--- src/rtl/dump_ctrl_pkg.sv ---
// Shared types and constants for the data-memory dump controller.
// Optional feature macro: DUMP_CHECKSUM_EN (adds a trailing XOR checksum beat).
package dump_ctrl_pkg;

    typedef enum logic [2:0] {IDLE, FREEZE, SCAN, SEND, DONE} dump_state_t;

    localparam int WORD_BYTES_LOG2 = 3;
    localparam int DEF_DM_WORDS    = 32;
    localparam int DEF_IDX_W       = $clog2(DEF_DM_WORDS);

    // Index tag carried by the checksum beat.
    localparam logic [DEF_IDX_W-1:0] CKSUM_IDX = '1;

endpackage

--- src/rtl/dm_port_mux.sv ---
// Steers the single DM port to the CPU or to the dump engine's word address.
// Combinational, zero latency; no backpressure (dump engine never writes).
module dm_port_mux
    import dump_ctrl_pkg::*;
#(
    parameter int N  = 64,
    parameter int IW = DEF_IDX_W
) (
    input  logic          dump_own,
    input  logic [IW-1:0] idx,
    input  logic [N-1:0]  cpu_addr,
    input  logic [N-1:0]  cpu_wdata,
    input  logic          cpu_we,
    output logic [N-1:0]  dm_addr,
    output logic [N-1:0]  dm_wdata,
    output logic          dm_we
);

    always_comb begin
        dm_addr  = cpu_addr;
        dm_wdata = cpu_wdata;
        dm_we    = cpu_we;
        if (dump_own) begin
            dm_addr  = N'(idx) << WORD_BYTES_LOG2;
            dm_wdata = '0;
            dm_we    = 1'b0;
        end
    end

endmodule

--- src/rtl/dmem_dump_ctrl.sv ---
// Freezes the core and streams every DM word out over valid/ready; 2 cycles/word min, held on !dout_ready.
// Optional feature macro: DUMP_CHECKSUM_EN appends one XOR checksum beat tagged with an all-ones index.
module dmem_dump_ctrl
    import dump_ctrl_pkg::*;
#(
    parameter int N        = 64,
    parameter int DM_WORDS = DEF_DM_WORDS
) (
    input  logic                        CLOCK_50,
    input  logic                        reset,
    input  logic                        dump_req,
    input  logic [N-1:0]                cpu_addr,
    input  logic [N-1:0]                cpu_wdata,
    input  logic                        cpu_we,
    output logic [N-1:0]                cpu_rdata,
    output logic                        cpu_stall,
    output logic [N-1:0]                dm_addr,
    output logic [N-1:0]                dm_wdata,
    output logic                        dm_we,
    input  logic [N-1:0]                dm_rdata,
    output logic [N-1:0]                dout_data,
    output logic [$clog2(DM_WORDS)-1:0] dout_idx,
    output logic                        dout_valid,
    input  logic                        dout_ready,
    output logic                        busy,
    output logic                        done
);

    localparam int IW = $clog2(DM_WORDS);
    localparam logic [IW-1:0] LAST_IDX = IW'(DM_WORDS - 1);

    dump_state_t   state;
    logic [IW-1:0] idx;
    logic          dump_req_q;
`ifdef DUMP_CHECKSUM_EN
    logic [N-1:0]  cksum;
    logic          cksum_beat;
`endif

    assign busy      = (state != IDLE);
    assign cpu_rdata = dm_rdata;

    dm_port_mux #(.N(N), .IW(IW)) u_mux (
        .dump_own  (busy),
        .idx       (idx),
        .cpu_addr  (cpu_addr),
        .cpu_wdata (cpu_wdata),
        .cpu_we    (cpu_we),
        .dm_addr   (dm_addr),
        .dm_wdata  (dm_wdata),
        .dm_we     (dm_we)
    );

    always_ff @(posedge CLOCK_50) begin
        if (reset) begin
            state      <= IDLE;
            idx        <= '0;
            dump_req_q <= 1'b0;
            dout_data  <= '0;
            dout_idx   <= '0;
            dout_valid <= 1'b0;
            done       <= 1'b0;
            cpu_stall  <= 1'b0;
`ifdef DUMP_CHECKSUM_EN
            cksum      <= '0;
            cksum_beat <= 1'b0;
`endif
        end else begin
            dump_req_q <= dump_req;
            done       <= 1'b0;
            case (state)
                IDLE: begin
                    if (dump_req && !dump_req_q) begin
                        state     <= FREEZE;
                        cpu_stall <= 1'b1;
`ifdef DUMP_CHECKSUM_EN
                        cksum      <= '0;
                        cksum_beat <= 1'b0;
`endif
                    end
                end
                FREEZE: state <= SCAN;
                SCAN: begin
                    dout_data  <= dm_rdata;
                    dout_idx   <= idx;
                    dout_valid <= 1'b1;
                    state      <= SEND;
                end
                SEND: begin
                    if (dout_ready) begin
`ifdef DUMP_CHECKSUM_EN
                        if (cksum_beat) begin
                            dout_valid <= 1'b0;
                            done       <= 1'b1;
                            state      <= DONE;
                        end else begin
                            cksum <= cksum ^ dout_data;
                            if (idx == LAST_IDX) begin
                                // Stay in SEND: the checksum beat reuses the output register.
                                dout_data  <= cksum ^ dout_data;
                                dout_idx   <= '1;
                                cksum_beat <= 1'b1;
                            end else begin
                                dout_valid <= 1'b0;
                                idx        <= idx + 1'b1;
                                state      <= SCAN;
                            end
                        end
`else
                        dout_valid <= 1'b0;
                        if (idx == LAST_IDX) begin
                            done  <= 1'b1;
                            state <= DONE;
                        end else begin
                            idx   <= idx + 1'b1;
                            state <= SCAN;
                        end
`endif
                    end
                end
                DONE: begin
                    idx       <= '0;
                    cpu_stall <= 1'b0;
                    state     <= IDLE;
                end
                default: state <= IDLE;
            endcase
        end
    end

endmodule

--- config.mk ---
export PLATFORM = sky130hd
export DESIGN_NAME = dmem_dump_ctrl
export DESIGN_NICKNAME = d
export VERILOG_FILES = /design/src/rtl/dump_ctrl_pkg.sv /design/src/rtl/dm_port_mux.sv /design/src/rtl/dmem_dump_ctrl.sv
export SDC_FILE = /design/constraint.sdc
export NUM_CORES = 1
export LEC_CHECK = 0
export CELL_PAD_IN_SITES_DETAIL_PLACEMENT = 1
export CELL_PAD_IN_SITES_GLOBAL_PLACEMENT = 1
export CORE_AREA = 5 5 176 178
export DETAILED_ROUTE_END_ITERATION = 8
export DIE_AREA = 0 0 181 183
export HOLD_SLACK_MARGIN = 0.08
export PLACE_DENSITY = 0.76
export SLEW_MARGIN = 10
export SYNTH_ARGS = -nofsm -noshare
export SYNTH_HDL_FRONTEND = slang
export SYNTH_HIERARCHICAL = 1
export SYNTH_SLANG_ARGS = --single-unit
--- constraint.sdc ---
create_clock -name CLOCK_50 -period 3.3 [get_ports CLOCK_50]
set_clock_uncertainty 0.15 [all_clocks]
set_input_delay 0.495 -clock CLOCK_50 [delete_from_list [all_inputs] [get_ports CLOCK_50]]
set_output_delay 0.495 -clock CLOCK_50 [all_outputs]
set_load 0.005 [all_outputs]
# [Yosys cells after proc, flatten, opt, wreduce, memory -nomap -nowiden]
# Index checks and enable logic that the tools add are counted.
[word_totals] regBits=81 input_bits=197 out_inout_bits=266 elab_cells=46
[op_classes] addsub=1 n_eq_ne=8 muxes=15 bitwise=2 reduce_logical=12
[op_table] op="$mux W64" count=2
[op_table] op="$pmux W3 S4" count=1
[op_table] op="$mux W5" count=2
[op_table] op="$pmux W5 S2" count=1
[op_table] op="$mux W3" count=3
[op_table] op="$eq A3 B2 Y1 const B" count=2
[op_table] op="$ne A2 B2 Y1 const B" count=3
[op_table] op="$reduce_and A2 Y1" count=3
[op_table] op="$reduce_bool A2 Y1" count=3
[op_table] op="$add A5 B1 Y5 const B" count=1
[op_table] op="$eq A5 B5 Y1 const B" count=1
[op_table] op="$mux W1" count=4
[op_table] op="$pmux W1 S2" count=2
[op_table] op="$eq A3 B1 Y1 const B" count=1
[op_table] op="$eq A3 B3 Y1 const B" count=1
[op_table] op="$logic_not A3 Y1" count=1
[op_table] op="$reduce_and A3 Y1" count=1
[op_table] op="$reduce_bool A3 Y1" count=1
[op_table] op="$reduce_or A3 Y1" count=1
[op_table] op="$not A1 Y1" count=2
[op_table] op="$logic_and A1 B1 Y1" count=1
[op_table] op="$logic_not A1 Y1" count=1

# [Longest topological paths before layout]
# Gate-level depths: netlist (run 1).
[logic_depth] ltp_word=4 ltp_mapped=7 ltp_nobuf=6

# [Hierarchy]
# Netlist (run 1), hierarchy kept.
[by_module_without_submodules] module="dmem_dump_ctrl" n_inst=1 cells_per_inst=424 area_each_um2=3407.0 seq_area_each_um2=1621.6
[by_module_without_submodules] module="dm_port_mux" n_inst=1 cells_per_inst=143 area_each_um2=925.9 seq_area_each_um2=0.0

# [Least setup slack after synthesis (run 1)]
# Ideal clock, no wire load.
[synth_path] path_type="reg-to-output" start="register state[2]" end="output port dm_addr[3]" arrival_time_ps=1349 t_required_ps=2655 setup_slack_ps=1306 path_stages_with_launch=5 path_buffers=2 path_cell_list="dfxtp_1 > buf_2 > or3_1 > buf_4 > mux2_4"
[synth_between] elab_chain_cells=2
[synth_lines] element="start: declaration" line_no="dmem_dump_ctrl.sv:32" rtl="dump_state_t state;"
[synth_lines] element="start signal: assignment" line_no="dmem_dump_ctrl.sv:56" rtl="state <= IDLE;"
[synth_lines] element="start signal: assignment" line_no="dmem_dump_ctrl.sv:74" rtl="state <= FREEZE;"
[synth_lines] element="start signal: assignment" line_no="dmem_dump_ctrl.sv:82" rtl="FREEZE: state <= SCAN;"
[synth_lines] element="$reduce_bool A3 Y1" line_no="dmem_dump_ctrl.sv:40" rtl="assign busy = (state != IDLE);"
[synth_lines] element="via busy" line_no="dmem_dump_ctrl.sv:25" rtl="output logic busy,"
[synth_lines] element="$mux W64" line_no="dm_port_mux.sv:23" rtl="if (dump_own) begin"
[synth_lines] element="end: declaration" line_no="dmem_dump_ctrl.sv:17" rtl="output logic [N-1:0] dm_addr,"
# The timed path passes the listed nets, and every way through them passes these cells.

# [Final worst setup path (run 1)]
[layout_path] start="register state[1]" end="output port dm_addr[30]"
[layout_between] elab_chain_cells=2
[layout_lines] element="$reduce_bool A3 Y1" line_no="dmem_dump_ctrl.sv:40"
[layout_lines] element="$mux W64" line_no="dm_port_mux.sv:23"
# Every way passes these cells.

==> results of run 1 <==
## through the flow
step	hold slack, ns	util [%]	instance area [um^2]	std cells	setup WS, ns
floorplan	0.3027	-	4333	567	1.306
global route	0.3213	31.26	9141	1336	0.06678
finish	0.3022	31.26	9141	1336	0.2135
CTS	0.3056	31.22	9130	1335	0.1166
global placement	0.2904	30.13	8812	1321	0.5627
detailed placement	0.2978	30.13	8812	1321	0.5007
## logic make-up (layout without fill, tap and decap cells)
logic type,after synthesis,in the layout,synth area share [%]
AO/OA/AOI/OAI,79,79,9.385
AND/OR/NAND/NOR,291,292,34.22
adder cells (fa/ha/maj),2,2,0.5774
multiplexers,7,7,2.252
flip-flops,81,81,37.42
buffers and inverters,107,485,16.14
## metal layers
layer	routed length, um	up-vias	GRT usage [%]
met3	2321	29	6.049
met5	30	-	0
met1	11420	2416	18.03
met4	741	6	4.923
met2	12730	284	25.47
li1	-	2475	-
## cells in the mapped netlist (2+ instances only)
cell	n
nor2b_1	126
mux2_4	5
buf_2	22
mux2_2	2
clkbuf_1	14
dfxtp_1	81
o21ai_0	2
nand3_1	4
nand2_1	138
buf_6	3
nor4bb_1	2
nor2_1	6
inv_1	2
a21oi_1	73
buf_4	66
nor3b_1	3
and3_1	2
ha_1	2
## worst paths after layout
check             endpoint  cells past startpoint
min reg2reg  dout_data[42]                      2
max reg2reg  dout_data[29]                      4
max            dm_addr[30]                      4
min          dout_data[42]                      2
## repair_timing
action	CTS	global route
resized for setup	0	1
hold buffers	0	0
endpoints found under the setup margin	0	38
## flip-flops by register name, summed over array words and instances (netlist names)
name        cells
dump_req_q      1
done            1
dout_idx        5
dout_valid      1
idx             5
dout_data      64
cpu_stall       1
state           3
## tightest hold or removal path: cells and delay by family (launching register included)
kind | cells | cell delay, ns
AOI/OAI and AO/OA | 1 | 0.05
DFF | 1 | 0.30
and+or+nand+nor | 1 | 0.05
## power breakdown
group / leakage (uW) / total [uW] / internal [uW] / switching, uW
logic: 0.00243 / 1280 / 772 / 507
registers: 0.000659 / 1070 / 1030 / 33.6
clock network: 0.000157 / 1090 / 695 / 395
total: 0.00324 / 3430 / 2500 / 936
## layout make-up
cell class / instances / share of cell area [%]
Clock buffer: 11 / 2.765
Clock inverter: 3 / 0.7117
Inverter: 2 / 0.08212
Multi-Input combinational cell: 380 / 22.21
Sequential cell: 81 / 17.74
Tap cell: 390 / 5.338
Timing Repair Buffer: 469 / 51.15
==> reports/metrics.yaml, run 1 <==
clocking:
  clkLatencyLatePin_ns: 0.33
  root_buffer: "clkbuf_16"
  tritoncts: "done"
  path_clk_slew_ns: 0.06
  clock_sinks: 81
  h-tree-depth: 3
  numCtsBuffers: 9
  post-cts-setup-buffer-count: 0
  clockBufferDepth: 2
sta:
  finalHoldViolCount: 0
  worst_pin_slew_ns: 1.078
  finalCritPeriodShare_pct: 93.53
  setup_violations: 0
  fin_setup_tns_ns: 0
  relSlewSlack_pct: 28.16
  grt_setup_unrepaired: "false"
  period_minus_slack_ns: 3.087
  clock.fmax_mhz: 324.0
  slew_viol_final: 0
yosys:
  synth_area_um2: 4333
  synthArstFlopShare_pct: 0
  syn_inst: 567
  seq_area_frac_synth_pct: 37.42
  ys_ff_latch: 81
  synth_nets: 766
  synth_top_area_share_pct: 37.42
  synthTopCellsByArea: "dfxtp_1, nor2b_1, nand2_1, buf_4, a21oi_1"
  synth_warnings: 6
  syn_avg_cell_area_um2: 7.642
  synth_edf_count: 0
  synth-main-ff-cell: "dfxtp_1"
  synth_cell_types: 32
  synth_top_cell_by_area: "dfxtp_1"
route:
  drcViolationCount: 0
  wl_per_cell_um: 20.39
  drt_iter0_markers: 194
  first_pass_iters: 4
  viasPerCell: 3.900
  routed_wl_mm: 27.24
  dr_total_vias: 5210
  ant_nets: 0
grt:
  grt_max_degree: 71
  grt_pass1_vias: 5580
  track_usage_pct: 15.24
  overflow: 0
  grt_pass1_wl_mm: 38.00
  grt_antenna_before_repair: 4
critical_path:
  cp_slowest_cell: "or3_4"
  r2r_slack_ns: 1.21
  crit_start: "state[1]"
  cp.required_ns: 2.65
  r2r-start: "state[1]"
  cp-start-kind: "flip-flop"
  arrival_ns: 2.44
  cp_cell_sequence: "or3_4 -> buf_4 -> nor2b_1 -> clkdlybuf4s50_1"
  crit_buf_inv: 2
  cp_top_family: "buffers and inverters"
  end_kind: "output pin"
  path_class: "reg2out"
  crit_fanout: 21
  slowest_delay_ns: 0.60
worst_hold_path:
  hold_start: "dout_data[42]"
  hp-class: "reg2reg"
finish:
  multiInputGateArea_um2: 2031
  final_common_cell: "clkdlybuf4s50_1"
  ff_latch_area_um2: 1622
  n_antenna_cell: 0
  final_cell_mix: "clkdlybuf4s50_1, nand2_1, nor2b_1, dfxtp_1, a21oi_1"
  layout-drive-gt1-share_pct: 3.594
  syn_to_final_growth_pct: 111.0
  fillers: 3450
  final_nets: 1142
placed_design:
  numPortBuffers: 462
  dp_hpwl_mm: 21.74
  gp_congestion: 0.8040
pwr:
  powerDensity_nw_per_um2: 375.7
  power_uw: 3434
  p_leak_uw: 0.003242
  peakVddDrop_mv: 0.1783
die:
  fp.dieW_um: 181
  initial_core_util_pct: 14.82
  die_y_um: 183
  rows: 63
  pin_count: 463
  core-area_um2: 29240
  die_area_um2: 33120
outcome:
  status: "finished clean"
flow_run:
  maxCapViolations: 0
No activity file was read; power rests on OpenSTA's default activity.
==> run 2: changes to the inputs <==
PLACE_DENSITY = default   (was 0.76)
PLACE_DENSITY_LB_ADDON = 0.1   (was default)
REMOVE_ABC_BUFFERS = 1   (was default)
==> run 2 against run 1 <==
- cell count up 0.15%
- flip-flop and latch count unchanged
- power down 2.4%
- wire length down 8.8%
- fmax down 0.14%
- non-clock buffer count unchanged
- sequential power about the same
- clock power down 5%
- critical path depth unchanged
- via count down 4.6%
- setup slack worse by 0.0044 ns
- critical endpoint is now dm_addr[1]
==> reports/metrics.yaml, run 2 (synthesized netlist as in run 1, its figures left out) <==
placed_design:
  dpl_cell_area_um2: 8850
  numPortBuffers: 462
  dpl.cell_count: 1321
  dp_hpwl_mm: 20.45
  gp_congestion: 0.8154
  pre_cts_slack_ns: 0.5389
finish:
  final_common_cell: "clkdlybuf4s50_1"
  syn_to_final_growth_pct: 111.3
  largest_reg_flops: 64
  fin_area_um2: 9158
  final_cell_mix: "clkdlybuf4s50_1, nand2_1, nor2b_1, dfxtp_1, a21oi_1"
  regMostFlops: "dout_data"
  reg_top3: "dout_data (64), dout_idx (5), idx (5)"
  fin_cells: 1338
  fillers: 3424
  final_nets: 1141
  layout-drive-gt1-share_pct: 3.590
pwr:
  powerDensity_nw_per_um2: 365.9
  peakVddDrop_mv: 0.2198
  power_uw: 3351
  p_leak_uw: 0.003233
sta:
  worst_slack_ns: 0.2091
  clock.fmax_mhz: 323.5
  setup_violations: 0
  relSlewSlack_pct: 36.98
  grt_setup_unrepaired: "false"
  slew_viol_final: 0
  worst_pin_slew_ns: 0.9453
  hold_slack_ns: 0.3029
  period_minus_slack_ns: 3.091
  finalCritPeriodShare_pct: 93.66
  finalHoldViolCount: 0
flow_run:
  maxCapViolations: 0
die:
  die_y_um: 183
  rows: 63
  die_area_um2: 33120
  core-area_um2: 29240
  pin_count: 463
  initial_core_util_pct: 14.82
  fp.dieW_um: 181
route:
  routed_wl_mm: 24.84
  drt_iter0_markers: 140
  dr_total_vias: 4971
  viasPerCell: 3.715
  drcViolationCount: 0
  first_pass_iters: 4
  ant_nets: 0
  wl_per_cell_um: 18.57
grt:
  track_usage_pct: 13.86
  overflow: 0
  grt_pass1_wl_mm: 35.07
  grt_pass1_vias: 5124
  grt_max_degree: 71
  grt_antenna_before_repair: 0
clocking:
  clock_sinks: 81
  holdBufCountCts: 0
  tritoncts: "done"
  clockBufferDepth: 2
  cts_resized: 0
  post-cts-setup-buffer-count: 0
  path_clk_slew_ns: 0.06
  h-tree-depth: 3
  clkLatencyLatePin_ns: 0.34
  root_buffer: "clkbuf_16"
  numCtsBuffers: 9
critical_path:
  arrival_ns: 2.45
  cp.required_ns: 2.65
  path_class: "reg2out"
  end_kind: "output pin"
  r2r_slack_ns: 1.34
  cp-start-kind: "flip-flop"
  crit_fanout: 49
worst_hold_path:
  hp-class: "reg2reg"
outcome:
  status: "finished clean"
run 2: cell count changes in the layout (fill, tap and decap cells not counted), sizes merged:
cell,delta
bufinv,-1
diode,+1
inv,+2
clkinv,-1
or3,-1
clkinvlp,+2
run 2: path summary, 6_finish.rpt:
kind                       from             to  cells past startpoint
setup / recovery       state[2]     dm_addr[1]                      4
hold / removal    dout_data[59]  dout_data[59]                      2
setup reg to reg       state[1]  dout_data[33]                      4
hold reg to reg   dout_data[59]  dout_data[59]                      2
run 2: power by group:
group,switching [uW],total [uW],internal (uW)
Combinational,467,1240,778
Clock,431,1040,613
Sequential,31.0,1060,1030
Total,929,3350,2420
run 2: cell type report:
class | count | area, um^2 | share of cell area (%)
inverters | 2 | 7.507 | 0.08198
diodes | 1 | 2.502 | 0.02733
repair buffers | 469 | 4710 | 51.43
flip-flops and latches | 81 | 1622 | 17.71
clock buffers | 11 | 242.7 | 2.651
clock inverters | 5 | 62.56 | 0.6832
well taps | 390 | 488.0 | 5.329
multi-input cells | 379 | 2023 | 22.09
run 2: per-stage QoR:
stage | util [%] | setup TNS [ns]
detailed placement | 30.26 | 0
global placement | 30.26 | 0
finish | 31.31 | 0
global route | 31.31 | 0
floorplan | - | -22.03
CTS | 31.31 | 0
run 2: metal layers:
metal,up-vias,global-route usage [%],wire length [um]
li1,2493,-,-
met1,2255,15.49,9829
met2,215,26.40,13150
met3,8,4.443,1702
met4,0,1.861,155
met5,-,0,0
run 2: worst max-delay path, stage by stage, from the launching register on:
cell	delay (ns)
dfxtp_1	0.41
or3_4	0.68
buf_4	0.31
nor2b_1	0.12
clkdlybuf4s50_1	0.57
==> run 3: changes to the inputs <==
RECOVER_POWER = 25   (was default)
==> run 3 against run 2 <==
- the flow now finishes with violations (capacitance limit, slew limit)
- critical path depth is the same
- setup slack got worse by 0.0010 ns
- register-to-register slack worse by 0.07 ns
- first-iteration DRC count shrank 2.1%
- core utilization is essentially flat
- non-clock buffer count did not move
- sequential share of layout area barely moved
- critical path type unchanged
- largest cell class unchanged
==> reports/metrics.yaml, run 3 (synthesized netlist as in run 1, its figures left out) <==
sta:
  hold_slack_ns: 0.3003
  slew_viol_final: 44
  worst_slack_ns: 0.2081
  grt_setup_unrepaired: "false"
  finalCritPeriodShare_pct: 93.69
  clock.fmax_mhz: 323.4
  finalHoldViolCount: 0
  relSlewSlack_pct: -51.15
  setup_violations: 0
  worst_pin_slew_ns: 2.267
  period_minus_slack_ns: 3.092
route:
  routed_wl_mm: 24.84
  ant_nets: 0
  first_pass_iters: 4
  viasPerCell: 3.709
  drcViolationCount: 0
  drt_iter0_markers: 137
  wl_per_cell_um: 18.57
  dr_total_vias: 4962
critical_path:
  cp_top_family: "buffers and inverters"
  cp_slowest_cell: "or3_4"
  end_kind: "output pin"
  crit_fanout: 49
  cp.required_ns: 2.65
  crit_buf_inv: 2
  slowest_delay_ns: 0.68
  arrival_ns: 2.45
  cp-start-kind: "flip-flop"
  cp_cell_sequence: "or3_4 -> buf_4 -> nor2b_1 -> clkdlybuf4s50_1"
  path_class: "reg2out"
clocking:
  clkLatencyLatePin_ns: 0.34
  cts_resized: 0
  h-tree-depth: 3
  clockBufferDepth: 2
  clock_sinks: 81
  numCtsBuffers: 9
  root_buffer: "clkbuf_16"
  holdBufCountCts: 0
  tritoncts: "done"
  path_clk_slew_ns: 0.06
  post-cts-setup-buffer-count: 0
pwr:
  powerDensity_nw_per_um2: 363.8
  p_leak_uw: 0.003461
  power_uw: 3331
  peakVddDrop_mv: 0.2195
outcome:
  violations: "capacitance limit, slew limit"
  status: "complete, but fails checks"
finish:
  final_cell_mix: "clkdlybuf4s50_1, nand2_1, nor2b_1, dfxtp_1"
  largest_reg_flops: 64
  ff_latch_area_um2: 1622
  regMostFlops: "dout_data"
  fillers: 3423
  layout-drive-gt1-share_pct: 3.485
  multiInputGateArea_um2: 2023
  final_common_cell: "clkdlybuf4s50_1"
  syn_to_final_growth_pct: 111.3
  reg_top3: "dout_data (64), dout_idx (5), idx (5)"
  final_nets: 1141
  fin_cells: 1338
grt:
  grt_max_degree: 71
  grt_pass1_vias: 5124
  overflow: 0
  grt_pass1_wl_mm: 35.07
  track_usage_pct: 13.86
  grt_antenna_before_repair: 0
worst_hold_path:
  hp-class: "reg2reg"
die:
  fp.dieW_um: 181
  die_area_um2: 33120
  core-area_um2: 29240
  pin_count: 463
  initial_core_util_pct: 14.82
  rows: 63
  die_y_um: 183
placed_design:
  dpl.cell_count: 1321
  dp_hpwl_mm: 20.45
  gp_congestion: 0.8154
  numPortBuffers: 462
  pre_cts_slack_ns: 0.5389
flow_run:
  maxCapViolations: 1
run 3: cell count changes in the layout (fill, tap and decap cells not counted):
| cell | before | now |
|---|---|---|
| clkdlybuf4s50_1 | 461 | 388 |
| dlygate4sd3_1 | 0 | 73 |
| buf_2 | 1 | 0 |
| clkbuf_1 | 1 | 2 |
run 3: layout make-up:
type / instances / share of cell area (%)
Inverter: 2 / 0.08199
Antenna cell: 1 / 0.02733
Multi-Input combinational cell: 379 / 22.10
Clock buffer: 11 / 2.651
Timing Repair Buffer: 469 / 51.42
Tap cell: 390 / 5.329
Sequential cell: 81 / 17.71
Clock inverter: 5 / 0.6832
run 3: per-stage QoR:
step                TNS [ns]  util, %  cell area, um^2
global placement           0    30.26             8850
floorplan             -22.03        -             3641
detailed placement         0    30.26             8850
CTS                        0    31.31             9155
global route               0    31.30             9154
finish                     0    31.31             9156
run 3: routing by layer:
| layer | track usage [%] | wire length (um) | vias to the layer above |
|---|---|---|---|
| met5 | 0 | 0 | - |
| met4 | 1.861 | 155 | 0 |
| met3 | 4.443 | 1689 | 8 |
| met2 | 26.40 | 13140 | 214 |
| met1 | 15.49 | 9856 | 2249 |
| li1 | - | - | 2491 |
run 3: path summary, 6_finish.rpt:
path / startpoint / end / slack [ns] / depth (start not counted)
max: state[2] / dm_addr[1] / 0.21 / 4
min: dout_data[59] / dout_data[59] / 0.30 / 2
max reg2reg: state[1] / dout_data[33] / 1.27 / 4
min reg2reg: dout_data[59] / dout_data[59] / 0.30 / 2
run 3: worst register-to-register path: stages (launching register included):
cell	delay, ns
dfxtp_1	0.53
or3b_2	0.48
buf_4	0.36
nand2_1	0.22
a21oi_1	0.07
run 3: where the power goes:
group	switching, uW	internal [uW]	leakage, uW	total, uW
clock network	431	613	0.000143	1040
logic	468	760	0.00266	1230
registers	28.6	1030	0.000659	1060
total	927	2400	0.00346	3330
